### src/rtl/vga_timing_gen.sv
// Pixel/line timing generator with registered sync/video outputs and a PIR-driven hold timer
// that selects a per-frame colour. Define VGA_TEST_PATTERN_EN to add the 8-bar test pattern.
module vga_timing_gen #(
  parameter int unsigned H_VISIBLE    = 1920,
  parameter int unsigned H_FP         = 88,
  parameter int unsigned H_SYNC       = 44,
  parameter int unsigned H_BP         = 148,
  parameter int unsigned V_VISIBLE    = 1080,
  parameter int unsigned V_FP         = 4,
  parameter int unsigned V_SYNC       = 5,
  parameter int unsigned V_BP         = 36,
  parameter logic        HS_POL       = 1'b1,
  parameter logic        VS_POL       = 1'b1,
  parameter int unsigned HOLD_CYCLES  = 444000000,
  parameter logic [11:0] COLOR_MOTION = 12'h0F0,
  parameter logic [11:0] COLOR_IDLE   = 12'h00F
) (
  input  logic        clk_148Mhz,
  input  logic        reset,
  input  logic        pir_signal,
  input  logic        pattern_sel,
  output logic        h_sync,
  output logic        v_sync,
  output logic        video_on,
  output logic [11:0] pix_x,
  output logic [11:0] pix_y,
  output logic        frame_start,
  output logic [3:0]  red,
  output logic [3:0]  green,
  output logic [3:0]  blue,
  output logic        led
);
  localparam logic [11:0] H_TOTAL  = 12'(H_VISIBLE + H_FP + H_SYNC + H_BP);
  localparam logic [11:0] V_TOTAL  = 12'(V_VISIBLE + V_FP + V_SYNC + V_BP);
  localparam logic [11:0] H_VIS    = 12'(H_VISIBLE);
  localparam logic [11:0] V_VIS    = 12'(V_VISIBLE);
  localparam logic [11:0] HS_START = 12'(H_VISIBLE + H_FP);
  localparam logic [11:0] HS_END   = 12'(H_VISIBLE + H_FP + H_SYNC);
  localparam logic [11:0] VS_START = 12'(V_VISIBLE + V_FP);
  localparam logic [11:0] VS_END   = 12'(V_VISIBLE + V_FP + V_SYNC);
  // The timer is 28 bits wide; a larger hold request saturates at the longest representable hold.
  localparam logic [27:0] HOLD_LOAD = (HOLD_CYCLES > 32'h0FFF_FFFF) ? 28'hFFF_FFFF : 28'(HOLD_CYCLES);

  logic [11:0] h_cnt_q, h_cnt_d, v_cnt_q, v_cnt_d;
  logic        sync1_q, sync1_d, pir_s_q, pir_s_d;
  logic [27:0] timer_q, timer_d;
  logic        led_q, led_d, disp_motion_q, disp_motion_d;
  logic        h_sync_q, h_sync_d, v_sync_q, v_sync_d;
  logic        video_on_q, video_on_d, frame_start_q, frame_start_d;
  logic [11:0] pix_x_q, pix_x_d, pix_y_q, pix_y_d;
  logic [11:0] rgb_q, rgb_d;
  logic        line_end, frame_end, visible;

`ifdef VGA_TEST_PATTERN_EN
  localparam logic [11:0] BAR_W = 12'((H_VISIBLE / 8 == 0) ? 1 : H_VISIBLE / 8);
  logic [11:0] bar_raw;
  logic [2:0]  bar_idx;
`else
  logic pattern_sel_unused;
  assign pattern_sel_unused = pattern_sel;
`endif

  always_comb begin
    line_end  = (h_cnt_q == H_TOTAL - 12'd1);
    frame_end = line_end && (v_cnt_q == V_TOTAL - 12'd1);
    visible   = (h_cnt_q < H_VIS) && (v_cnt_q < V_VIS);

    h_cnt_d = line_end ? '0 : h_cnt_q + 12'd1;
    v_cnt_d = v_cnt_q;
    if (line_end) v_cnt_d = (v_cnt_q == V_TOTAL - 12'd1) ? '0 : v_cnt_q + 12'd1;

    sync1_d = pir_signal;
    pir_s_d = sync1_q;

    // A fresh detection always reloads, so a retrigger at timer==1 never lets it reach zero.
    timer_d = timer_q;
    if (pir_s_q)              timer_d = HOLD_LOAD;
    else if (timer_q != '0)   timer_d = timer_q - 28'd1;

    led_d         = (timer_q != '0);
    disp_motion_d = frame_end ? (timer_q != '0) : disp_motion_q;

    h_sync_d      = ((h_cnt_q >= HS_START) && (h_cnt_q < HS_END)) ? HS_POL : ~HS_POL;
    v_sync_d      = ((v_cnt_q >= VS_START) && (v_cnt_q < VS_END)) ? VS_POL : ~VS_POL;
    video_on_d    = visible;
    pix_x_d       = h_cnt_q;
    pix_y_d       = v_cnt_q;
    frame_start_d = (h_cnt_q == '0) && (v_cnt_q == '0);

    rgb_d = '0;
    if (visible) rgb_d = disp_motion_q ? COLOR_MOTION : COLOR_IDLE;
`ifdef VGA_TEST_PATTERN_EN
    bar_raw = h_cnt_q / BAR_W;
    bar_idx = (bar_raw > 12'd7) ? 3'd7 : bar_raw[2:0];
    if (visible && pattern_sel) rgb_d = {{4{bar_idx[2]}}, {4{bar_idx[1]}}, {4{bar_idx[0]}}};
`endif
  end

  always_ff @(posedge clk_148Mhz or posedge reset) begin
    if (reset) begin
      h_cnt_q       <= '0;
      v_cnt_q       <= '0;
      sync1_q       <= 1'b0;
      pir_s_q       <= 1'b0;
      timer_q       <= '0;
      led_q         <= 1'b0;
      disp_motion_q <= 1'b0;
      h_sync_q      <= ~HS_POL;
      v_sync_q      <= ~VS_POL;
      video_on_q    <= 1'b0;
      pix_x_q       <= '0;
      pix_y_q       <= '0;
      frame_start_q <= 1'b0;
      rgb_q         <= '0;
    end else begin
      h_cnt_q       <= h_cnt_d;
      v_cnt_q       <= v_cnt_d;
      sync1_q       <= sync1_d;
      pir_s_q       <= pir_s_d;
      timer_q       <= timer_d;
      led_q         <= led_d;
      disp_motion_q <= disp_motion_d;
      h_sync_q      <= h_sync_d;
      v_sync_q      <= v_sync_d;
      video_on_q    <= video_on_d;
      pix_x_q       <= pix_x_d;
      pix_y_q       <= pix_y_d;
      frame_start_q <= frame_start_d;
      rgb_q         <= rgb_d;
    end
  end

  assign h_sync      = h_sync_q;
  assign v_sync      = v_sync_q;
  assign video_on    = video_on_q;
  assign pix_x       = pix_x_q;
  assign pix_y       = pix_y_q;
  assign frame_start = frame_start_q;
  assign red         = rgb_q[11:8];
  assign green       = rgb_q[7:4];
  assign blue        = rgb_q[3:0];
  assign led         = led_q;
endmodule

### config.mk
export PLATFORM = sky130hd
export DESIGN_NAME = vga_timing_gen
export DESIGN_NICKNAME = d
export VERILOG_FILES = /design/src/rtl/vga_timing_gen.sv
export SDC_FILE = /design/constraint.sdc
export NUM_CORES = 1
export LEC_CHECK = 0
export ABC_AREA = 1
export BUFFER_PORTS_ARGS = -buffer_cell sky130_fd_sc_hd__buf_2
export CELL_PAD_IN_SITES_DETAIL_PLACEMENT = 1
export CELL_PAD_IN_SITES_GLOBAL_PLACEMENT = 2
export CORE_ASPECT_RATIO = 1.2
export CORE_MARGIN = 2
export CORE_UTILIZATION = 31
export CTS_CLUSTER_DIAMETER = 80
export DETAILED_ROUTE_END_ITERATION = 8
export PLACE_DENSITY = 0.8
export SLEW_MARGIN = 10
export SYNTH_ARGS = -nofsm -noshare
export SYNTH_HDL_FRONTEND = slang
export SYNTH_SLANG_ARGS = --single-unit
export TNS_END_PERCENT = 5
### constraint.sdc
create_clock -name clk_148Mhz -period 2.65 [get_ports clk_148Mhz]
set_input_delay 0.265 -clock clk_148Mhz [delete_from_list [all_inputs] [get_ports clk_148Mhz]]
set_output_delay 0.265 -clock clk_148Mhz [all_outputs]
set_load 0.01 [all_outputs]
==> impl_metrics.yaml, run 1 <==
power_and_ir_drop:
  powerDensity_mw_per_mm2: 528
  leakagePower_nw: 2.53
  pwr-share-seq_pct: 49.5
  p_switching_uw: 583
  p_int_mw: 2.09
  vdd_ir_drop_max_mv: 0.301
  p_comb_share_pct: 2.1
  pwr-share-clk_pct: 48.4
  switching_share_pct: 21.8
route:
  post_drt_via_cell_ratio: 4.70
  wl_per_cell_um: 14.4
  drt_iter0_drc: 133
  ant_nets: 0
  drt-total-wl_mm: 11.2
  drt_first_pass_iters: 4
  dr_total_vias: 3644
  drc_errors: 0
final_layout:
  fin_nets: 610
  antennaDiodeCount: 0
  areaGrowthSynthToFinish_pct: 14.5
  fin_util_pct: 36.5
  instances_no_fill: 775
  drive_above_1_share_pct: 14.1
timing:
  drv_slew: 0
  tightest_slew_ns: 0.606
  period_share_pct: 68.4
  fin_setup_tns_ns: 0
  slew_headroom_pct: 59.6
  finalSetupViolCount: 0
  hold_viol: 0
  rsz0062_at_grt: "false"
  period_needed_ns: 1.81
  fin_ws_ns: 0.836
  fin_skew_ns: 0.00926
  fmax_ghz: 0.551
placed_design:
  place.gp.congestion: 0.846
  dpl.cell_count: 758
  dp_slack_ns: 0.778
  place_hpwl_mm: 8.35
  port-buffer-count: 39
worst_hold_path:
  hold_path.class: "in -> reg"
global_route:
  grt_pass1_wl_mm: 19.6
  grt_pass1_vias: 3969
  grt_overflow: 0
  grt_usage_pct: 16.1
  grt_max_degree: 34
  antenna_found_initial: 0
run_status:
  outcome: "finished, final reports clean"
critical_path:
  critPathLaunchType: "register"
  required_ns: 2.88
  path_class: "reg -> reg"
  critPathCaptureType: "register"
  arrival_ns: 2.05
  path_max_fanout: 7
logic_synthesis:
  synth_top_cell_by_area: "dfrtp_1"
  seq_area_frac_synth_pct: 48.7
  ys_types: 34
  async_flop_share_pct: 100
  ys_top_cells_by_area: "dfrtp_1 (49%), nand2_1 (9.9%), inv_1 (8.2%), nand3_1 (7.8%), nor2_1 (6.4%)"
  synth_seq_cells: 86
  yosys_warnings: 0
  synth_edf_count: 0
  syn_area_mm2: 0.00442
  syn_inst: 558
  ys.flop_type: "dfrtp_1"
  synth_area_per_cell_um2: 7.92
  synth_top_area_share_pct: 48.7
die:
  core_mm2: 0.0139
  die-area_mm2: 0.0152
  rows: 47
  initial_core_util_pct: 31.9
  die_w_um: 113
  die_h_um: 135
  io_pins: 45
clock_tree:
  htree_levels: 3
  root_buffer: "clkbuf_16"
  clkSinkCount: 86
  clk_pin_slew_ns: 0.07
  cts_buffers: 9
  cts.path.max_buffers: 2
  cts_tree: "done"
  clock_latency_ns: 0.34
flow_run:
  drv_cap: 0
## cell usage after synthesis (3+ instances only)
cell and n:
nor3_1 10, dfrtp_1 86, nand2_1 117, xor2_1 9
o21ai_1 3, ha_1 7, nand4_1 7, nand3_2 7
a21oi_1 8, o21ai_0 17, nor2_1 75, inv_1 97
nor2_2 5, buf_4 11, nand3_1 69, nor2_4 5
## per-stage QoR
stage               hold slack [ns]  cell area [um^2]  total power [mW]
floorplan                     0.296              4430              1.39
global placement              0.347              4750              1.40
detailed placement            0.336              4750              1.41
CTS                          0.0333              5060              2.72
global route                 0.0270              5060              2.79
finish                       0.0422              5060              2.67
## placed cells by master, fill, tap and decap left out, types with 2 or more instances in the layout
cell type / netlist / final
o21ai_1: 3 / 3
nor2_1: 75 / 75
nand2_2: 2 / 2
clkbuf_1: 1 / 2
nand3_2: 7 / 7
dfrtp_1: 86 / 86
nand4_1: 7 / 7
clkinv_2: 1 / 2
o21bai_1: 2 / 2
nor2_2: 5 / 5
clkinv_4: 0 / 3
nor2_4: 5 / 5
nor3_2: 2 / 2
o21ai_0: 17 / 17
a21oi_1: 8 / 8
inv_1: 97 / 96
inv_2: 2 / 2
nor3_1: 10 / 10
nand2_1: 117 / 117
buf_2: 2 / 39
conb_1: 1 / 4
nand3b_1: 2 / 2
buf_4: 11 / 4
ha_1: 7 / 7
clkbuf_16: 0 / 9
nand3_1: 69 / 69
xor2_1: 9 / 9
## logic make-up (layout without fill, tap and decap cells)
family                     count (synthesis)  in the layout  synth area share (%)
other                                      1              4                0.0848
adders and majority gates                  7              7                  1.98
buffers and inverters                    117            160                  11.3
DFF                                       86             86                  48.7
xor gates and xnor gates                  10             10                  1.98
and+or+nand+nor                          305            305                  32.1
AOI/OAI and AO/OA                         32             32                  3.85
## sequential cells by signal (all words and copies together) (netlist names), 2 cells and up
name / flops
pix_y: 12
pix_y_d: 12
h_cnt_q: 12
rgb_q: 2
pix_x: 12
timer_q: 28
## layout make-up
cell class	instances	area, um^2
clock inverter	4	56.3
tap	171	214
multi-input combinational	358	1780
sequential	86	2150
timing repair buffer	44	235
inverter	100	378
clock buffer	12	246
fill	1705	8820
## worst paths after layout
check,slack (ns),end,depth (start not counted),from
max in group asynchronous,1.42,pix_x[7]$_DFF_PP0_,4,reset
min in group asynchronous,0.52,timer_q[16]$_DFFE_PP0P_,3,reset
max,0.84,timer_q[16]$_DFFE_PP0P_,9,timer_q[0]$_DFFE_PP0P_
max reg2reg,0.84,timer_q[16]$_DFFE_PP0P_,9,timer_q[0]$_DFFE_PP0P_
min,0.04,pir_s_d$_DFF_PP0_,1,pir_signal
min reg2reg,0.35,pir_s_q$_DFF_PP0_,0,pir_s_d$_DFF_PP0_
## timing repair
action	4_1_cts	5_1_grt
setup buffers	0	0
hold endpoints to repair	1	0
hold buffers	1	0
gates resized for setup	0	0
## worst max-delay path, stage by stage, from the launching register on
cell and delay (ns):
dfrtp_1 0.38, inv_1 0.11, ha_1 0.29, nand2_1 0.24, nor2_2 0.31, nand2_1 0.11
nand2_1 0.07, nand3_1 0.06, nand2_1 0.07, inv_1 0.05
## layer usage
| metal | track usage, % | up-vias | share of wire [%] | wire, um |
|---|---|---|---|---|
| li1 | - | 1799 | - | - |
| met1 | 18.9 | 1798 | 43 | 4790 |
| met2 | 29.8 | 34 | 53 | 5950 |
| met3 | 3.10 | 13 | 2.2 | 250 |
| met4 | 4.34 | 0 | 1.5 | 166 |
| met5 | 0 | - | 0 | 0 |
## power by group through the flow
stage / sequential [mW] / clock (mW) / combinational, mW
detailed placement: 1.35 / 0 / 0.0586
global route: 1.32 / 1.40 / 0.0664
global placement: 1.35 / 0 / 0.0560
CTS: 1.32 / 1.34 / 0.0598
floorplan: 1.34 / 0 / 0.0435
finish: 1.32 / 1.30 / 0.0562
Power figures use the tool's default switching activity.
==> run 2, diff against run 1 <==
==> constraint.sdc (replaced) <==
create_clock -name clk_148Mhz -period 1.6 [get_ports clk_148Mhz]
set_input_delay 0.16 -clock clk_148Mhz [delete_from_list [all_inputs] [get_ports clk_148Mhz]]
set_output_delay 0.16 -clock clk_148Mhz [all_outputs]
set_load 0.01 [all_outputs]
==> impl_metrics.yaml, run 2 (synthesis results as in run 1) <==
timing:
  finalSetupViolCount: 0
  fin_setup_tns_ns: 0
  fmax_ghz: 0.654
  rsz0062_at_grt: "true"
  period_needed_ns: 1.53
  period_share_pct: 95.5
  fin_skew_ns: 0.0118
  drv_slew: 0
  hold_viol: 0
final_layout:
  drive_above_1_share_pct: 24.0
  regMostFlops: "timer_q"
  antennaDiodeCount: 0
  largest_register_ffs: 28
  layout_commonest_cell: "nand2_1"
  fin_area_mm2: 0.00551
  final_cell_mix: "nand2_1 (111), inv_1 (94), dfrtp_1 (85)"
  areaGrowthSynthToFinish_pct: 24.7
  fin_nets: 653
critical_path:
  critPathLaunchType: "register"
  path_max_fanout: 12
  required_ns: 1.81
  arrival_ns: 1.74
  critPathCaptureType: "register"
  path_class: "reg -> reg"
flow_run:
  drv_cap: 0
global_route:
  grt_usage_pct: 16.6
  grt_max_degree: 87
  grt_pass1_wl_mm: 20.3
  grt_pass1_vias: 4139
  antenna_found_initial: 0
  grt_overflow: 0
die:
  initial_core_util_pct: 31.9
  die-area_mm2: 0.0152
  rows: 47
  core_mm2: 0.0139
  die_h_um: 135
  io_pins: 45
  die_w_um: 113
route:
  wl_per_cell_um: 14.3
  dr_total_vias: 3884
  drt-total-wl_mm: 11.7
  ant_nets: 0
  post_drt_via_cell_ratio: 4.75
  drt_iter0_drc: 86
  drc_errors: 0
  drt_first_pass_iters: 4
clock_tree:
  clk_pin_slew_ns: 0.06
  cts.path.max_buffers: 2
  htree_levels: 3
  clock_latency_ns: 0.34
  cts_tree: "done"
  clkSinkCount: 86
  cts_buffers: 9
  root_buffer: "clkbuf_16"
run_status:
  outcome: "finished, final reports clean"
power_and_ir_drop:
  p_comb_share_pct: 2.6
  pwr-share-seq_pct: 50.5
  vdd_ir_drop_max_mv: 0.416
  p_switching_uw: 974
  powerDensity_mw_per_mm2: 787
  switching_share_pct: 22.5
  p_int_mw: 3.36
  leakagePower_nw: 2.75
  pwr-share-clk_pct: 47.0
worst_hold_path:
  hold_path.class: "reg -> reg"
placed_design:
  dpl-instance-area_mm2: 0.00505
  place_hpwl_mm: 8.72
  port-buffer-count: 39
  place.gp.congestion: 0.837
## run 2: cell count changes in the layout (fill, tap and decap cells not counted), moves of 3 or more
cell and delta:
nand2_1 -6, nor2_2 +9, nor2_1 -14, buf_6 +3, nand2_2 +6, buf_4 +36, nor2_4 +5
## run 2: path summary, 6_finish.rpt
kind / startpoint / endpoint / slack, ns / cells after the start
hold reg to reg: pir_s_d$_DFF_PP0_ / pir_s_q$_DFF_PP0_ / 0.35 / 0
max in group asynchronous: reset / timer_q[11]$_DFFE_PP0P_ / 0.73 / 4
setup / recovery: timer_q[10]$_DFFE_PP0P_ / timer_q[17]$_DFFE_PP0P_ / 0.07 / 8
hold / removal: pir_s_d$_DFF_PP0_ / pir_s_q$_DFF_PP0_ / 0.35 / 0
setup reg to reg: timer_q[10]$_DFFE_PP0P_ / timer_q[17]$_DFFE_PP0P_ / 0.07 / 8
min in group asynchronous: reset / pix_x[9]$_DFF_PP0_ / 0.49 / 4
## run 2: critical path, cell delays in order, from the launching register on
cell and delay [ns]:
dfrtp_1 0.46, nor2_4 0.17, nand2_2 0.08, nor2_4 0.18, nand2_2 0.09, clkinv_2 0.08
nand2_4 0.14, nand3_1 0.12, nand3_1 0.07
## run 2: power by group through the flow
stage | Sequential, mW | Clock [mW] | Combinational [mW]
2_1_floorplan | 2.23 | 0 | 0.0726
4_1_cts | 2.19 | 2.12 | 0.112
3_5_place_dp | 2.23 | 0 | 0.108
5_1_grt | 2.19 | 2.20 | 0.128
6_report | 2.19 | 2.04 | 0.111
3_3_place_gp | 2.23 | 0 | 0.105
## run 2: per-stage QoR
stage | total power [mW] | hold WS [ns] | setup WS, ns | instances | util [%]
2_1_floorplan | 2.30 | 0.191 | 0.126 | 561 | -
3_3_place_gp | 2.33 | 0.277 | -0.0360 | 794 | 36.4
6_report | 4.34 | 0.353 | 0.0715 | 818 | 39.7
5_1_grt | 4.51 | 0.368 | -0.0494 | 818 | 39.7
3_5_place_dp | 2.34 | 0.275 | -0.0947 | 794 | 36.4
4_1_cts | 4.42 | 0.357 | -0.00287 | 814 | 38.8
## run 2: final cells by class
cell class | count | area, um^2
Clock buffer | 11 | 253
Sequential cell | 86 | 2150
Multi-Input combinational cell | 358 | 1870
Fill cell | 1713 | 8360
Tap cell | 171 | 214
Inverter | 100 | 385
Clock inverter | 5 | 40.0
Timing Repair Buffer | 87 | 594
## run 2: timing repair
item	CTS	global route
endpoints found under the setup margin	17	40
resized for setup	2	39
hold buffers	2	0
buffers inserted	2	3
pin swaps	1	7
hold endpoints to repair	87	0
gates cloned	0	1
## run 2: layer usage
metal / track usage [%] / wire length (um) / vias to the layer above
met5: 0 / 0 / -
met4: 4.54 / 150 / 0
met3: 3.37 / 300 / 14
met2: 30.7 / 6460 / 35
met1: 19.4 / 4790 / 1940
li1: - / - / 1895
==> run 3, diff against run 2 <==
--- a/config.mk
+++ b/config.mk
@@ -6,15 +6,17 @@
 export NUM_CORES = 1
 export LEC_CHECK = 0
 export ABC_AREA = 1
-export BUFFER_PORTS_ARGS = -buffer_cell sky130_fd_sc_hd__buf_2
 export CELL_PAD_IN_SITES_DETAIL_PLACEMENT = 1
 export CELL_PAD_IN_SITES_GLOBAL_PLACEMENT = 2
 export CORE_ASPECT_RATIO = 1.2
 export CORE_MARGIN = 2
-export CORE_UTILIZATION = 31
+export CORE_UTILIZATION = 34
 export CTS_CLUSTER_DIAMETER = 80
+export CTS_CLUSTER_SIZE = 30
 export DETAILED_ROUTE_END_ITERATION = 8
-export PLACE_DENSITY = 0.8
+export DONT_BUFFER_PORTS = 1
+export GPL_ROUTABILITY_DRIVEN = 0
+export PLACE_DENSITY = 0.81
 export SLEW_MARGIN = 10
 export SYNTH_ARGS = -nofsm -noshare
 export SYNTH_HDL_FRONTEND = slang
==> impl_metrics.yaml, run 3 (synthesis results as in run 1) <==
critical_path:
  path_buf_inv: 0
  r2r-start: "timer_q[2]$_DFFE_PP0P_"
  critical_path.slowest_cell: "dfrtp_1"
  path_depth: 7
  critPathCaptureType: "register"
  arrival_ns: 1.83
  cpPeakStageDelay_ns: 0.42
  critPathLaunchType: "register"
  path_max_fanout: 7
  required_ns: 1.88
  endpoint: "timer_q[26]$_DFFE_PP0P_"
  cp-startpoint: "timer_q[2]$_DFFE_PP0P_"
  r2r_cells: 7
  critPathTopFamily: "simple AND/OR/NAND/NOR gates"
  rr_endpoint: "timer_q[26]$_DFFE_PP0P_"
  path_class: "reg -> reg"
  r2r_slack_ns: 0.05
  crit_chain: "nor2_2 -> nand2_2 -> nor2_1 -> nand2_1 -> nor2_1 -> nand3_2 -> nand2_1"
die:
  io_pins: 45
  initial_core_util_pct: 34.9
  die_w_um: 108
  rows: 45
  die_h_um: 129
  die-area_mm2: 0.0139
  core_mm2: 0.0127
clock_tree:
  cts.path.max_buffers: 2
  cts_tree: "done"
  clkSinkCount: 86
  root_buffer: "clkbuf_16"
  clock_latency_ns: 0.34
  htree_levels: 3
  cts_buffers: 9
  clk_pin_slew_ns: 0.07
final_layout:
  fin_util_pct: 41.6
  areaGrowthSynthToFinish_pct: 19.1
  fin_area_mm2: 0.00527
  fin_nets: 606
  multi_input_area_mm2: 0.00188
  drive_above_1_share_pct: 17.4
  regMostFlops: "timer_q"
  antennaDiodeCount: 0
  register_area_mm2: 0.00215
  final_cell_mix: "nand2_1 (115), inv_1 (93), dfrtp_1 (86)"
  largest_register_ffs: 28
  n_fill_cell: 1542
  layout_commonest_cell: "nand2_1"
route:
  post_drt_via_cell_ratio: 4.84
  drt-total-wl_mm: 11.5
  dr_total_vias: 3693
  ant_nets: 0
  wl_per_cell_um: 15.0
  drc_errors: 0
  drt_first_pass_iters: 4
  drt_iter0_drc: 113
worst_hold_path:
  min_from: "pir_s_d$_DFF_PP0_"
  hold_path.class: "reg -> reg"
flow_run:
  drv_cap: 0
power_and_ir_drop:
  powerDensity_mw_per_mm2: 848
  finalPower_mw: 4.47
  leakagePower_nw: 2.52
  vdd_ir_drop_max_mv: 0.397
timing:
  drv_slew: 0
  fin_ws_ns: 0.0540
  rsz0062_at_grt: "true"
  fin_skew_ns: 0.00697
  period_share_pct: 96.6
  finalSetupViolCount: 0
  hold_viol: 0
  period_needed_ns: 1.55
  fmax_ghz: 0.647
placed_design:
  port-buffer-count: 0
  dp_slack_ns: -0.118
  dpl-instance-area_mm2: 0.00480
  place_hpwl_mm: 8.43
global_route:
  grt_usage_pct: 17.8
  gr-usage-met2_pct: 34.3
  gr-max-usage-layer: "met2"
  grt_pass1_vias: 3999
  grt_pass1_wl_mm: 19.2
  met1_usage_pct: 19.1
  grt_overflow: 0
  antenna_found_initial: 0
  grt_max_degree: 53
  met3_usage_pct: 4.15
run_status:
  outcome: "finished, final reports clean"
run 3: repair_timing:
action | CTS | global route
hold buffers | 2 | 0
setup endpoints to repair | 18 | 37
pin swaps | 0 | 4
buffers inserted | 2 | 2
cloned | 0 | 0
hold endpoints to repair | 87 | 0
gates resized for setup | 1 | 33
run 3: power breakdown:
part,leakage [nW],switching (mW),internal (mW)
registers,1.01,0.0102,2.18
clock network,0.151,0.891,1.27
logic,1.36,0.0821,0.0352
total,2.52,0.984,3.48
run 3: cell type report:
cell class / instances / share of cell area [%]
multi-input combinational: 358 / 35.7
clock buffer: 10 / 4.54
sequential: 86 / 40.9
clock inverter: 5 / 1.28
inverter: 100 / 7.27
timing repair buffer: 40 / 6.49
tap: 164 / 3.90
run 3: per-stage QoR:
stage	hold slack (ns)	setup TNS [ns]	instances
floorplan	0.191	0	561
global placement	0.112	-0.497	742
detailed placement	0.134	-1.55	742
CTS	0.356	-0.186	761
global route	0.370	-1.25	763
finish	0.354	0	763
run 3: worst min-delay path by stage:
stage / end / slack [ns] / cells after the start
after global routing: pir_s_q$_DFF_PP0_ / 0.37 / 0
final: pir_s_q$_DFF_PP0_ / 0.35 / 0
after CTS: pir_s_q$_DFF_PP0_ / 0.36 / 0
after floorplan: pir_s_d$_DFF_PP0_ / 0.19 / 0
after detailed placement: h_cnt_q[9]$_DFF_PP0_ / 0.13 / 2
after global placement: led$_DFF_PP0_ / 0.11 / 2
run 3: per-layer routing:
metal / vias to the layer above / share of wire [%]
met2: 39 / 56
li1: 1801 / -
met3: 16 / 2.5
met1: 1837 / 40
met5: - / 0
met4: 0 / 1.7
